**src/rtl/vga_cursor_pipe_pkg.sv**
```systemverilog
// Shared encodings for the VGA cursor overlay path.
package vga_cursor_pipe_pkg;

    typedef enum logic [1:0] {
        MODE_OFF     = 2'b00,
        MODE_SOLID   = 2'b01,
        MODE_OUTLINE = 2'b10,
        MODE_INVERT  = 2'b11
    } mode_e;

    localparam int VGA_CNT_W = 12;

endpackage

```
**src/rtl/vga_cursor_pipe_if.sv**
```systemverilog
// Pixel/timing bundle into and out of the cursor overlay stage, plus the cursor controls.
interface vga_cursor_pipe_if #(
    parameter int CNT_W = 12,
    parameter int RGB_W = 12
);
    logic             vs_in;
    logic             hs_in;
    logic             blank_in;
    logic [CNT_W-1:0] hcount_in;
    logic [CNT_W-1:0] vcount_in;
    logic [RGB_W-1:0] rgb_in;
    logic [CNT_W-1:0] xpos;
    logic [CNT_W-1:0] ypos;
    logic [1:0]       mode;

    logic             vs_out;
    logic             hs_out;
    logic             blank_out;
    logic [CNT_W-1:0] hcount_out;
    logic [CNT_W-1:0] vcount_out;
    logic [RGB_W-1:0] rgb_out;

    modport master (
        output vs_in, hs_in, blank_in, hcount_in, vcount_in, rgb_in, xpos, ypos, mode,
        input  vs_out, hs_out, blank_out, hcount_out, vcount_out, rgb_out
    );

    modport slave (
        input  vs_in, hs_in, blank_in, hcount_in, vcount_in, rgb_in, xpos, ypos, mode,
        output vs_out, hs_out, blank_out, hcount_out, vcount_out, rgb_out
    );
endinterface

```
**src/rtl/vga_cursor_pipe_delay_line.sv**
```systemverilog
// Generic sync-reset shift register, DEPTH cycles of delay (DEPTH=0 is a wire).
// No backpressure: shifts every clock.
module delay_line #(
    parameter int WIDTH = 1,
    parameter int DEPTH = 1
) (
    input  logic             clk,
    input  logic             rst,
    input  logic [WIDTH-1:0] d_i,
    output logic [WIDTH-1:0] q_o
);
    generate
        if (DEPTH == 0) begin : g_pass
            logic unused_ctl;
            assign unused_ctl = clk ^ rst;
            assign q_o = d_i;
        end else begin : g_shift
            logic [WIDTH-1:0] sr_q [DEPTH];

            always_ff @(posedge clk) begin
                if (rst) begin
                    for (int i = 0; i < DEPTH; i++) sr_q[i] <= '0;
                end else begin
                    sr_q[0] <= d_i;
                    for (int i = 1; i < DEPTH; i++) sr_q[i] <= sr_q[i-1];
                end
            end

            assign q_o = sr_q[DEPTH-1];
        end
    endgenerate
endmodule

```
**src/rtl/vga_cursor_pipe.sv**
```systemverilog
// Cursor overlay + timing alignment; every output is its input delayed exactly LAT pclk cycles.
// One pixel per clock, no stalls or backpressure.
module vga_cursor_pipe
    import vga_cursor_pipe_pkg::*;
#(
    parameter int               CNT_W   = VGA_CNT_W,
    parameter int               RGB_W   = 12,
    parameter int               LAT     = 3,
    parameter int               CUR_W   = 16,
    parameter int               CUR_H   = 16,
    parameter logic [RGB_W-1:0] CUR_RGB = 12'hFFF
) (
    input  logic              pclk,
    input  logic              rst,
    vga_cursor_pipe_if.slave  pix
);
    localparam int DW = CNT_W + 1;
    localparam int XD = LAT - 3;

    localparam logic signed [DW-1:0] CW_LIM  = DW'(CUR_W);
    localparam logic signed [DW-1:0] CW_LAST = DW'(CUR_W - 1);
    localparam logic signed [DW-1:0] CH_LIM  = DW'(CUR_H);
    localparam logic signed [DW-1:0] CH_LAST = DW'(CUR_H - 1);

    typedef struct packed {
        logic             vs;
        logic             hs;
        logic             blank;
        logic [CNT_W-1:0] hcount;
        logic [CNT_W-1:0] vcount;
        logic [RGB_W-1:0] rgb;
    } tim_t;

    localparam int BW = $bits(tim_t) + 4;

    // Frame-synchronous shadow of the cursor controls
    logic             vs_prev_q;
    logic [CNT_W-1:0] xpos_sh_q, ypos_sh_q;
    logic [1:0]       mode_sh_q;
    logic             vs_rise;

    assign vs_rise = pix.vs_in & ~vs_prev_q;

    always_ff @(posedge pclk) begin
        if (rst) begin
            vs_prev_q <= 1'b0;
            xpos_sh_q <= '0;
            ypos_sh_q <= '0;
            mode_sh_q <= MODE_OFF;
        end else begin
            vs_prev_q <= pix.vs_in;
            if (vs_rise) begin
                xpos_sh_q <= pix.xpos;
                ypos_sh_q <= pix.ypos;
                mode_sh_q <= pix.mode;
            end
        end
    end

    // Stage 1: register inputs, one-bit-wider offsets so no wrap past the counter limit
    tim_t                  s1_q;
    logic signed [DW-1:0]  dx_d, dy_d, dx_q, dy_q;
    logic [1:0]            s1_mode_q;

    assign dx_d = $signed({1'b0, pix.hcount_in} - {1'b0, xpos_sh_q});
    assign dy_d = $signed({1'b0, pix.vcount_in} - {1'b0, ypos_sh_q});

    always_ff @(posedge pclk) begin
        if (rst) begin
            s1_q      <= '0;
            dx_q      <= '0;
            dy_q      <= '0;
            s1_mode_q <= MODE_OFF;
        end else begin
            s1_q      <= {pix.vs_in, pix.hs_in, pix.blank_in,
                          pix.hcount_in, pix.vcount_in, pix.rgb_in};
            dx_q      <= dx_d;
            dy_q      <= dy_d;
            s1_mode_q <= mode_sh_q;
        end
    end

    // Stage 2: cursor hit test
    tim_t       s2_q;
    logic       inside_d, border_d, inside_q, border_q;
    logic [1:0] s2_mode_q;

    assign inside_d = !dx_q[DW-1] && (dx_q < CW_LIM) && !dy_q[DW-1] && (dy_q < CH_LIM);
    assign border_d = inside_d && ((dx_q == '0) || (dx_q == CW_LAST) ||
                                   (dy_q == '0) || (dy_q == CH_LAST));

    always_ff @(posedge pclk) begin
        if (rst) begin
            s2_q      <= '0;
            inside_q  <= 1'b0;
            border_q  <= 1'b0;
            s2_mode_q <= MODE_OFF;
        end else begin
            s2_q      <= s1_q;
            inside_q  <= inside_d;
            border_q  <= border_d;
            s2_mode_q <= s1_mode_q;
        end
    end

    // Extra latency applied to the whole bundle keeps timing and RGB co-aligned
    logic [BW-1:0] dl_in, dl_out;
    tim_t          d_tim;
    logic          d_inside, d_border;
    logic [1:0]    d_mode;

    assign dl_in = {s2_q, inside_q, border_q, s2_mode_q};

    delay_line #(.WIDTH(BW), .DEPTH(XD)) u_delay (
        .clk (pclk),
        .rst (rst),
        .d_i (dl_in),
        .q_o (dl_out)
    );

    assign {d_tim, d_inside, d_border, d_mode} = dl_out;

    // Stage 3: composite and register outputs
    tim_t             out_q;
    logic [RGB_W-1:0] rgb_d;

    always_comb begin
        rgb_d = d_tim.rgb;
        if (d_tim.blank)                                rgb_d = '0;
        else if (d_mode == MODE_SOLID   && d_inside)    rgb_d = CUR_RGB;
        else if (d_mode == MODE_OUTLINE && d_border)    rgb_d = CUR_RGB;
        else if (d_mode == MODE_INVERT  && d_inside)    rgb_d = ~d_tim.rgb;
    end

    always_ff @(posedge pclk) begin
        if (rst) begin
            out_q <= '0;
        end else begin
            out_q     <= d_tim;
            out_q.rgb <= rgb_d;
        end
    end

    assign pix.vs_out     = out_q.vs;
    assign pix.hs_out     = out_q.hs;
    assign pix.blank_out  = out_q.blank;
    assign pix.hcount_out = out_q.hcount;
    assign pix.vcount_out = out_q.vcount;
    assign pix.rgb_out    = out_q.rgb;
endmodule
```
**src/flat_wrapper.sv**
```systemverilog
// flat-port wrapper written by rule: the top's interface ports become plain ports
module vga_cursor_pipe_flat import vga_cursor_pipe_pkg::*;
#(
    parameter int               CNT_W   = VGA_CNT_W,
    parameter int               RGB_W   = 12,
    parameter int               LAT     = 3,
    parameter int               CUR_W   = 16,
    parameter int               CUR_H   = 16,
    parameter logic [RGB_W-1:0] CUR_RGB = 12'hFFF
)
  (pclk, rst, pix_vs_in, pix_hs_in, pix_blank_in, pix_hcount_in, pix_vcount_in, pix_rgb_in, pix_xpos, pix_ypos, pix_mode, pix_vs_out, pix_hs_out, pix_blank_out, pix_hcount_out, pix_vcount_out, pix_rgb_out);
  vga_cursor_pipe_if #(.CNT_W(CNT_W), .RGB_W(RGB_W)) pix_i ();
  input  logic pclk;
  input  logic rst;
  input wire logic [$bits(pix_i.vs_in)-1:0] pix_vs_in;
  input wire logic [$bits(pix_i.hs_in)-1:0] pix_hs_in;
  input wire logic [$bits(pix_i.blank_in)-1:0] pix_blank_in;
  input wire logic [$bits(pix_i.hcount_in)-1:0] pix_hcount_in;
  input wire logic [$bits(pix_i.vcount_in)-1:0] pix_vcount_in;
  input wire logic [$bits(pix_i.rgb_in)-1:0] pix_rgb_in;
  input wire logic [$bits(pix_i.xpos)-1:0] pix_xpos;
  input wire logic [$bits(pix_i.ypos)-1:0] pix_ypos;
  input wire logic [$bits(pix_i.mode)-1:0] pix_mode;
  output wire logic [$bits(pix_i.vs_out)-1:0] pix_vs_out;
  output wire logic [$bits(pix_i.hs_out)-1:0] pix_hs_out;
  output wire logic [$bits(pix_i.blank_out)-1:0] pix_blank_out;
  output wire logic [$bits(pix_i.hcount_out)-1:0] pix_hcount_out;
  output wire logic [$bits(pix_i.vcount_out)-1:0] pix_vcount_out;
  output wire logic [$bits(pix_i.rgb_out)-1:0] pix_rgb_out;
  assign pix_i.vs_in = pix_vs_in;
  assign pix_i.hs_in = pix_hs_in;
  assign pix_i.blank_in = pix_blank_in;
  assign pix_i.hcount_in = pix_hcount_in;
  assign pix_i.vcount_in = pix_vcount_in;
  assign pix_i.rgb_in = pix_rgb_in;
  assign pix_i.xpos = pix_xpos;
  assign pix_i.ypos = pix_ypos;
  assign pix_i.mode = pix_mode;
  assign pix_vs_out = pix_i.vs_out;
  assign pix_hs_out = pix_i.hs_out;
  assign pix_blank_out = pix_i.blank_out;
  assign pix_hcount_out = pix_i.hcount_out;
  assign pix_vcount_out = pix_i.vcount_out;
  assign pix_rgb_out = pix_i.rgb_out;
  vga_cursor_pipe #(.CNT_W(CNT_W), .RGB_W(RGB_W), .LAT(LAT), .CUR_W(CUR_W), .CUR_H(CUR_H), .CUR_RGB(CUR_RGB)) u_core (.pclk(pclk), .rst(rst), .pix(pix_i));
endmodule
```
**config.mk**
```make
export PLATFORM = sky130hd
export DESIGN_NAME = vga_cursor_pipe_flat
export DESIGN_NICKNAME = d
export VERILOG_FILES = /design/src/rtl/vga_cursor_pipe_pkg.sv /design/src/rtl/vga_cursor_pipe_if.sv /design/src/rtl/vga_cursor_pipe_delay_line.sv /design/src/rtl/vga_cursor_pipe.sv /design/src/flat_wrapper.sv
export SDC_FILE = /design/constraint.sdc
export NUM_CORES = 1
export LEC_CHECK = 0
export CORE_MARGIN = 2
export CORE_UTILIZATION = 52
export DETAILED_ROUTE_END_ITERATION = 10
export GPL_TIMING_DRIVEN = 0
export PLACE_DENSITY = 0.88
export SYNTH_ARGS = -nofsm -noshare
export SYNTH_HDL_FRONTEND = slang
export SYNTH_SLANG_ARGS = --single-unit
```
**constraint.sdc**
```tcl
create_clock -name pclk -period 2.06 [get_ports pclk]
set_input_delay 0.206 -clock pclk [delete_from_list [all_inputs] [get_ports pclk]]
set_output_delay 0.206 -clock pclk [all_outputs]
set_load 0.05 [all_outputs]
```
=== Yosys cells after proc, flatten, opt, wreduce, memory -nomap -nowiden ===
Index checks and enable logic that the tools add are counted.

* Memory bits (writable): 0
* Bits in registers: 175
* Memories kept: 0
* Bits of input ports: 67
* Output and inout port bits: 39
* Logic and storage cells: 57
* Bits in latches: 0
* Bits in read-only memories: 0

* Multipliers: 0
* Add/subtract/negate cells: 2
* Equal/unequal tests: 5
* Bitwise gates (word level): 3
* $lt $le $gt $ge: 2
* Reduce and logical (&&, ||, !) cells: 15
* Mux-type cells: 3
* Shifts and indexed selects: 0
* Divide/modulo/power cells: 0

{| class="wikitable"
|+ Operators by type and width
! cell !! number
|-
| two-way mux 12 bit || 3
|-
| == test 13 x 5 -> 1 bit (second input constant) || 2
|-
| zero test 13 bit || 2
|-
| < comparator 13 x 6 -> 1 bit (second input constant) || 2
|-
| subtractor 12 x 12 -> 13 bit || 2
|-
| NOT 12 bit || 1
|-
| logical AND 1 bit || 7
|-
| == test 2 bit (second input constant) || 2
|-
| logical OR 1 bit || 3
|-
| == test 2 x 1 -> 1 bit (second input constant) || 1
|-
| zero test 1 bit || 2
|-
| OR reduction 2 bit || 1
|-
| bitwise AND 1 bit || 1
|-
| NOT 1 bit || 1
|}

=== Logic depth before layout (Yosys ltp) ===
* Word-level depth: 5
* Gate-level depth with buffers: 8
* Gate-level depth less buffers: 8

=== By module ===
A second synthesis with hierarchy kept.

* Cells, all modules: 651
* Area total of the unflattened synthesis: 6463.7 µm²

{| class="wikitable"
|+ Modules (own cells, without submodules)
! module !! instances !! area each (µm²) !! cells each !! sequential area each (µm²)
|-
| vga_cursor_pipe || 1 || 6140.9 || 608 || 3503.4
|-
| delay_line || 1 || 322.8 || 43 || 0.0
|}

=== Worst setup path before layout ===
OpenSTA, ideal clock, no wires.

* Path type: flip-flop to flip-flop
* From: reg u_core.xpos_sh_q[8]
* To: reg u_core.dx_q[11]
* Path buffers: 0
* Data required time: 1.937 ns
* Slack: 0.170 ns
* Cell stages (with the launch flop): 8
* Library setup time: 0.123 ns
* Period minus slack after synthesis: 1.890 ns
* Arrival time: 1.767 ns
* Path through: dfxtp_1 -> inv_1 -> ha_1 -> a21o_1 -> a21oi_1 -> nor2b_1 -> a311oi_2 -> mux2_1

* Longest elaborated chain between the ends: 1

{| class="wikitable"
|+ Ends and longest elaborated chain
! item !! line !! text
|-
| start, declared || vga_cursor_pipe.sv:38 || <nowiki>logic [CNT_W-1:0] xpos_sh_q, ypos_sh_q;</nowiki>
|-
| start signal, assigned || vga_cursor_pipe.sv:53 || <nowiki>xpos_sh_q <= pix.xpos;</nowiki>
|-
| subtractor 12 x 12 -> 13 bit || vga_cursor_pipe.sv:65 || <nowiki>assign dx_d = $signed({1'b0, pix.hcount_in} - {1'b0, xpos_sh_q});</nowiki>
|-
| end signal, assigned || vga_cursor_pipe.sv:71 || <nowiki>dx_q <= '0;</nowiki>
|-
| end signal, assigned || vga_cursor_pipe.sv:77 || <nowiki>dx_q <= dx_d;</nowiki>
|-
| end, declared || vga_cursor_pipe.sv:62 || <nowiki>logic signed [DW-1:0] dx_d, dy_d, dx_q, dy_q;</nowiki>
|}

No other way between the ends.
A chain may end at the register's enable or synchronous reset.

=== Worst setup path after layout ===
* From: reg u_core.ypos_sh_q[1]
* To: reg u_core.dy_q[7]

* Longest elaborated chain between the ends: 1

{| class="wikitable"
|+ Ends and longest elaborated chain
! item !! line !! text
|-
| start, declared || vga_cursor_pipe.sv:38 ||
|-
| start signal, assigned || vga_cursor_pipe.sv:54 || <nowiki>ypos_sh_q <= pix.ypos;</nowiki>
|-
| subtractor 12 x 12 -> 13 bit || vga_cursor_pipe.sv:66 || <nowiki>assign dy_d = $signed({1'b0, pix.vcount_in} - {1'b0, ypos_sh_q});</nowiki>
|-
| end signal, assigned || vga_cursor_pipe.sv:78 || <nowiki>dy_q <= dy_d;</nowiki>
|-
| end, declared || vga_cursor_pipe.sv:62 ||
|}

No other way between the ends.

==> results.json <==
{
  "area.growth.synth_to_final_pct": 30.14,
  "cts.sink_count": 175,
  "power-per-cell-area_mw_per_mm2": 953.3,
  "cts_max_level": 4,
  "syn-mean-instance-area_um2": 10.06,
  "maxCapViolCount": 0,
  "die-height_um": 113.3,
  "globalplace.congestion": 0.8447,
  "core_util_final_pct": 70.18,
  "placement.cell_area_mm2": 0.007430,
  "worst_hold_slack_ns": 0.3335,
  "drc": 0,
  "ant_nets": 0,
  "dieArea_mm2": 0.01283,
  "slew_headroom_pct": 58.87,
  "totalNegativeSetupSlack_ns": 0,
  "synth_top_cell_by_area": "sky130_fd_sc_hd__dfxtp_1",
  "pin_count": 106,
  "path_max_fanout": 3,
  "pre_cts_ws_ns": -0.3274,
  "initial_core_util_pct": 53.92,
  "worst-r2r-setup-slack_ns": 0.006,
  "clk_root_buffer_cell": "sky130_fd_sc_hd__clkbuf_16",
  "portBuffers": 104,
  "ys_ff_latch": 175,
  "final.setup_skew_ns": 0.007427,
  "detailedPlacementHpwl_um": 9471,
  "ys_top_cells_by_area": "sky130_fd_sc_hd__dfxtp_1 56%, sky130_fd_sc_hd__nor2b_1 12%, sky130_fd_sc_hd__ha_1 4.8%",
  "timing.final.setup_violations": 0,
  "maxSlewViolCount": 0,
  "critical_path_arrival_ns": 2.35,
  "firstDrtPassIters": 5,
  "antenna_cells_inserted": 0,
  "post-cts-setup-buffers": 0,
  "synth-edff-count": 0,
  "count_of_yosys_warnings_during_synthesis": 0,
  "syn-num-nets": 710,
  "yosys_most_used_dff": "sky130_fd_sc_hd__dfxtp_1",
  "post_route_cells_drive_above_1_share_pct": 7.181,
  "worst_slew_pin_slew_ns": 0.6170,
  "fmax_mhz": 486.9,
  "critical_path.startpoint_type": "flop",
  "outcome": "complete, no violations",
  "critPathKind": "reg -> reg",
  "routed_wl_um": 13300,
  "timing.reg2reg.worst_path_depth": 7,
  "netlist_area_mm2": 0.006210,
  "num_vias": 4573,
  "irDropWorstVdd_v": 0.0004987,
  "detail_route.vias_per_cell": 5.109,
  "initial_antenna_violation_count": 0,
  "detailed_route_wire_length_per_cell_um": 14.86,
  "final.setup.worst_slack_ns": 0.006343,
  "core_mm2": 0.01152,
  "worstHoldEndpoint": "u_core.ypos_sh_q[8]",
  "post_synth_num_cell_types": 54,
  "final_net_count": 833,
  "power_mw": 7.704,
  "tritoncts": "yes",
  "cpMaxStageDelayCell": "sky130_fd_sc_hd__dfxtp_2",
  "seq_area_frac_synth_pct": 56.42,
  "initialDrtViolationCount": 321,
  "synth-async-reset-ratio_pct": 0,
  "rsz0062_at_grt": "yes",
  "rr_endpoint": "u_core.dy_q[7]",
  "grtUsageTotal_pct": 21.36,
  "total_congestion_overflow_after_global_routing": 0,
  "num-fill-cells": 811,
  "path_clk_slew_ns": 0.06,
  "netlist_instances": 617,
  "place_inst": 864,
  "data_required_time_at_the_worst_endpoint_ns": 2.36,
  "critPathBufInv": 1,
  "die-width_um": 113.3,
  "rr_startpoint": "u_core.ypos_sh_q[1]",
  "timing.critical_path.slowest_cell_delay_ns": 0.35,
  "cp-end-kind": "flop",
  "insertion_delay_ns": 0.42,
  "finalHoldViolCount": 0,
  "leakagePower_nw": 3.127,
  "path_cells": "inv_1 > ha_1 > nor2b_1 > o31a_1 > o21a_2 > o41ai_4 > mux2_4",
  "hold_critical_path_depth": 3,
  "holdCritStartpoint": "pix_ypos[8]",
  "hold_class": "in -> reg",
  "period_minus_slack_ns": 2.054,
  "max-clock-path-buffers": 2,
  "rows": 39,
  "first_global_vias": 4521,
  "finalCritPeriodShare_pct": 99.69,
  "timing.critical_path.max_delay_family": "compound AO/OA/AOI/OAI gates",
  "grt_first_pass_wirelength_um": 21520,
  "finalInstanceArea_mm2": 0.008082,
  "numCtsBuffers": 17,
  "yosysTopAreaCellShare_pct": 56.42,
  "grt_start_max_net_pins": 17,
  "final-instance-count-excl-fill": 895
}
[state kept, by name (all words and copies together), names as in the netlist]
signal and cells:
u_core.border_q 1, u_core.dl_in 39, u_core.dx_q 13, u_core.dy_q 13
u_core.inside_q 1, u_core.mode_sh_q 2, u_core.pix.blank_out 1, u_core.pix.hcount_out 12
u_core.pix.hs_out 1, u_core.pix.rgb_out 12, u_core.pix.vcount_out 12, u_core.pix.vs_out 1
u_core.s1_mode_q 2, u_core.s1_q 38, u_core.s2_mode_q 2, u_core.vs_prev_q 1
u_core.xpos_sh_q 12, u_core.ypos_sh_q 12
[Yosys cell counts (4+ instances only)]
| cell | n |
|---|---|
| sky130_fd_sc_hd__xor2_1 | 12 |
| sky130_fd_sc_hd__nor3_1 | 13 |
| sky130_fd_sc_hd__nand2b_1 | 4 |
| sky130_fd_sc_hd__dfxtp_1 | 175 |
| sky130_fd_sc_hd__inv_1 | 28 |
| sky130_fd_sc_hd__nand3_1 | 6 |
| sky130_fd_sc_hd__buf_1 | 5 |
| sky130_fd_sc_hd__nor2_1 | 22 |
| sky130_fd_sc_hd__a211oi_1 | 4 |
| sky130_fd_sc_hd__clkbuf_1 | 22 |
| sky130_fd_sc_hd__a21o_1 | 7 |
| sky130_fd_sc_hd__nand2_1 | 58 |
| sky130_fd_sc_hd__o21a_1 | 12 |
| sky130_fd_sc_hd__o21ai_0 | 7 |
| sky130_fd_sc_hd__a21oi_1 | 45 |
| sky130_fd_sc_hd__nor4_1 | 5 |
| sky130_fd_sc_hd__ha_1 | 24 |
| sky130_fd_sc_hd__nor2b_1 | 116 |
[logic make-up after synthesis]
group | after synthesis | synth area share [%]
AO/OA/AOI/OAI | 101 | 10.90
XOR/XNOR | 13 | 1.834
adder cells (fa/ha/maj) | 26 | 5.481
buffers and inverters | 56 | 3.405
flip-flops | 175 | 56.42
multiplexers | 4 | 0.7253
AND/OR/NAND/NOR | 242 | 21.24
[layout by cell type (no fill, tap or decap), types with 13 or more instances in the layout]
cell,netlist,routed
sky130_fd_sc_hd__a21oi_1,45,43
sky130_fd_sc_hd__ha_1,24,23
sky130_fd_sc_hd__clkdlybuf4s50_1,0,104
sky130_fd_sc_hd__nor3_1,13,13
sky130_fd_sc_hd__nand2_1,58,58
sky130_fd_sc_hd__clkbuf_16,0,17
sky130_fd_sc_hd__nor2b_1,116,116
sky130_fd_sc_hd__inv_1,28,28
sky130_fd_sc_hd__dfxtp_1,175,174
sky130_fd_sc_hd__clkbuf_1,22,22
sky130_fd_sc_hd__nor2_1,22,22
[per-layer routing]
metal / global-route usage, % / routed length (um)
met4: 6.016 / 189
met1: 25.61 / 5565
met3: 5.303 / 702
met2: 38.08 / 6841
met5: 0 / 0
[timing repair]
action                                  in CTS  in global routing
endpoints found under the setup margin       2                  3
pin swaps                                    0                  0
gates resized for setup                      4                  7
hold buffers                                 0                  0
[worst max-delay path by stage]
stage,cells past startpoint,to,startpoint
3_5_place_dp,7,u_core.dy_q[7],pix_vcount_in[1]
2_1_floorplan,7,u_core.dx_q[11],u_core.xpos_sh_q[8]
5_1_grt,7,u_core.dx_q[11],u_core.xpos_sh_q[8]
3_3_place_gp,9,u_core.dy_q[12],pix_vcount_in[0]
6_report,7,u_core.dy_q[7],u_core.ypos_sh_q[1]
4_1_cts,7,u_core.dy_q[7],u_core.ypos_sh_q[1]
[area by class of cell]
cell class | instances | area [um2] | area share (%)
Clock inverter | 11 | 132.6 | 1.641
Timing Repair Buffer | 104 | 1041 | 12.88
Inverter | 28 | 105.1 | 1.301
Buffer | 28 | 106.4 | 1.316
Tap cell | 143 | 178.9 | 2.214
Sequential cell | 175 | 3505 | 43.37
Multi-Input combinational cell | 386 | 2546 | 31.51
Clock buffer | 20 | 466.7 | 5.775
[report_power, final]
group / internal [mW] / switching [mW] / leakage (nW)
Combinational: 0.421 / 0.487 / 1.41
Sequential: 3.57 / 0.0615 / 1.44
Clock: 1.89 / 1.28 / 0.277
[worst reg2reg max path, cell delays in order (launching register included)]
cell and delay, ns:
sky130_fd_sc_hd__dfxtp_2 0.35, sky130_fd_sc_hd__inv_1 0.05, sky130_fd_sc_hd__ha_1 0.26, sky130_fd_sc_hd__nor2b_1 0.16, sky130_fd_sc_hd__o31a_1 0.27, sky130_fd_sc_hd__o21a_2 0.24
sky130_fd_sc_hd__o41ai_4 0.28, sky130_fd_sc_hd__mux2_4 0.33
Note: power is estimated with default switching activity, not from simulation.
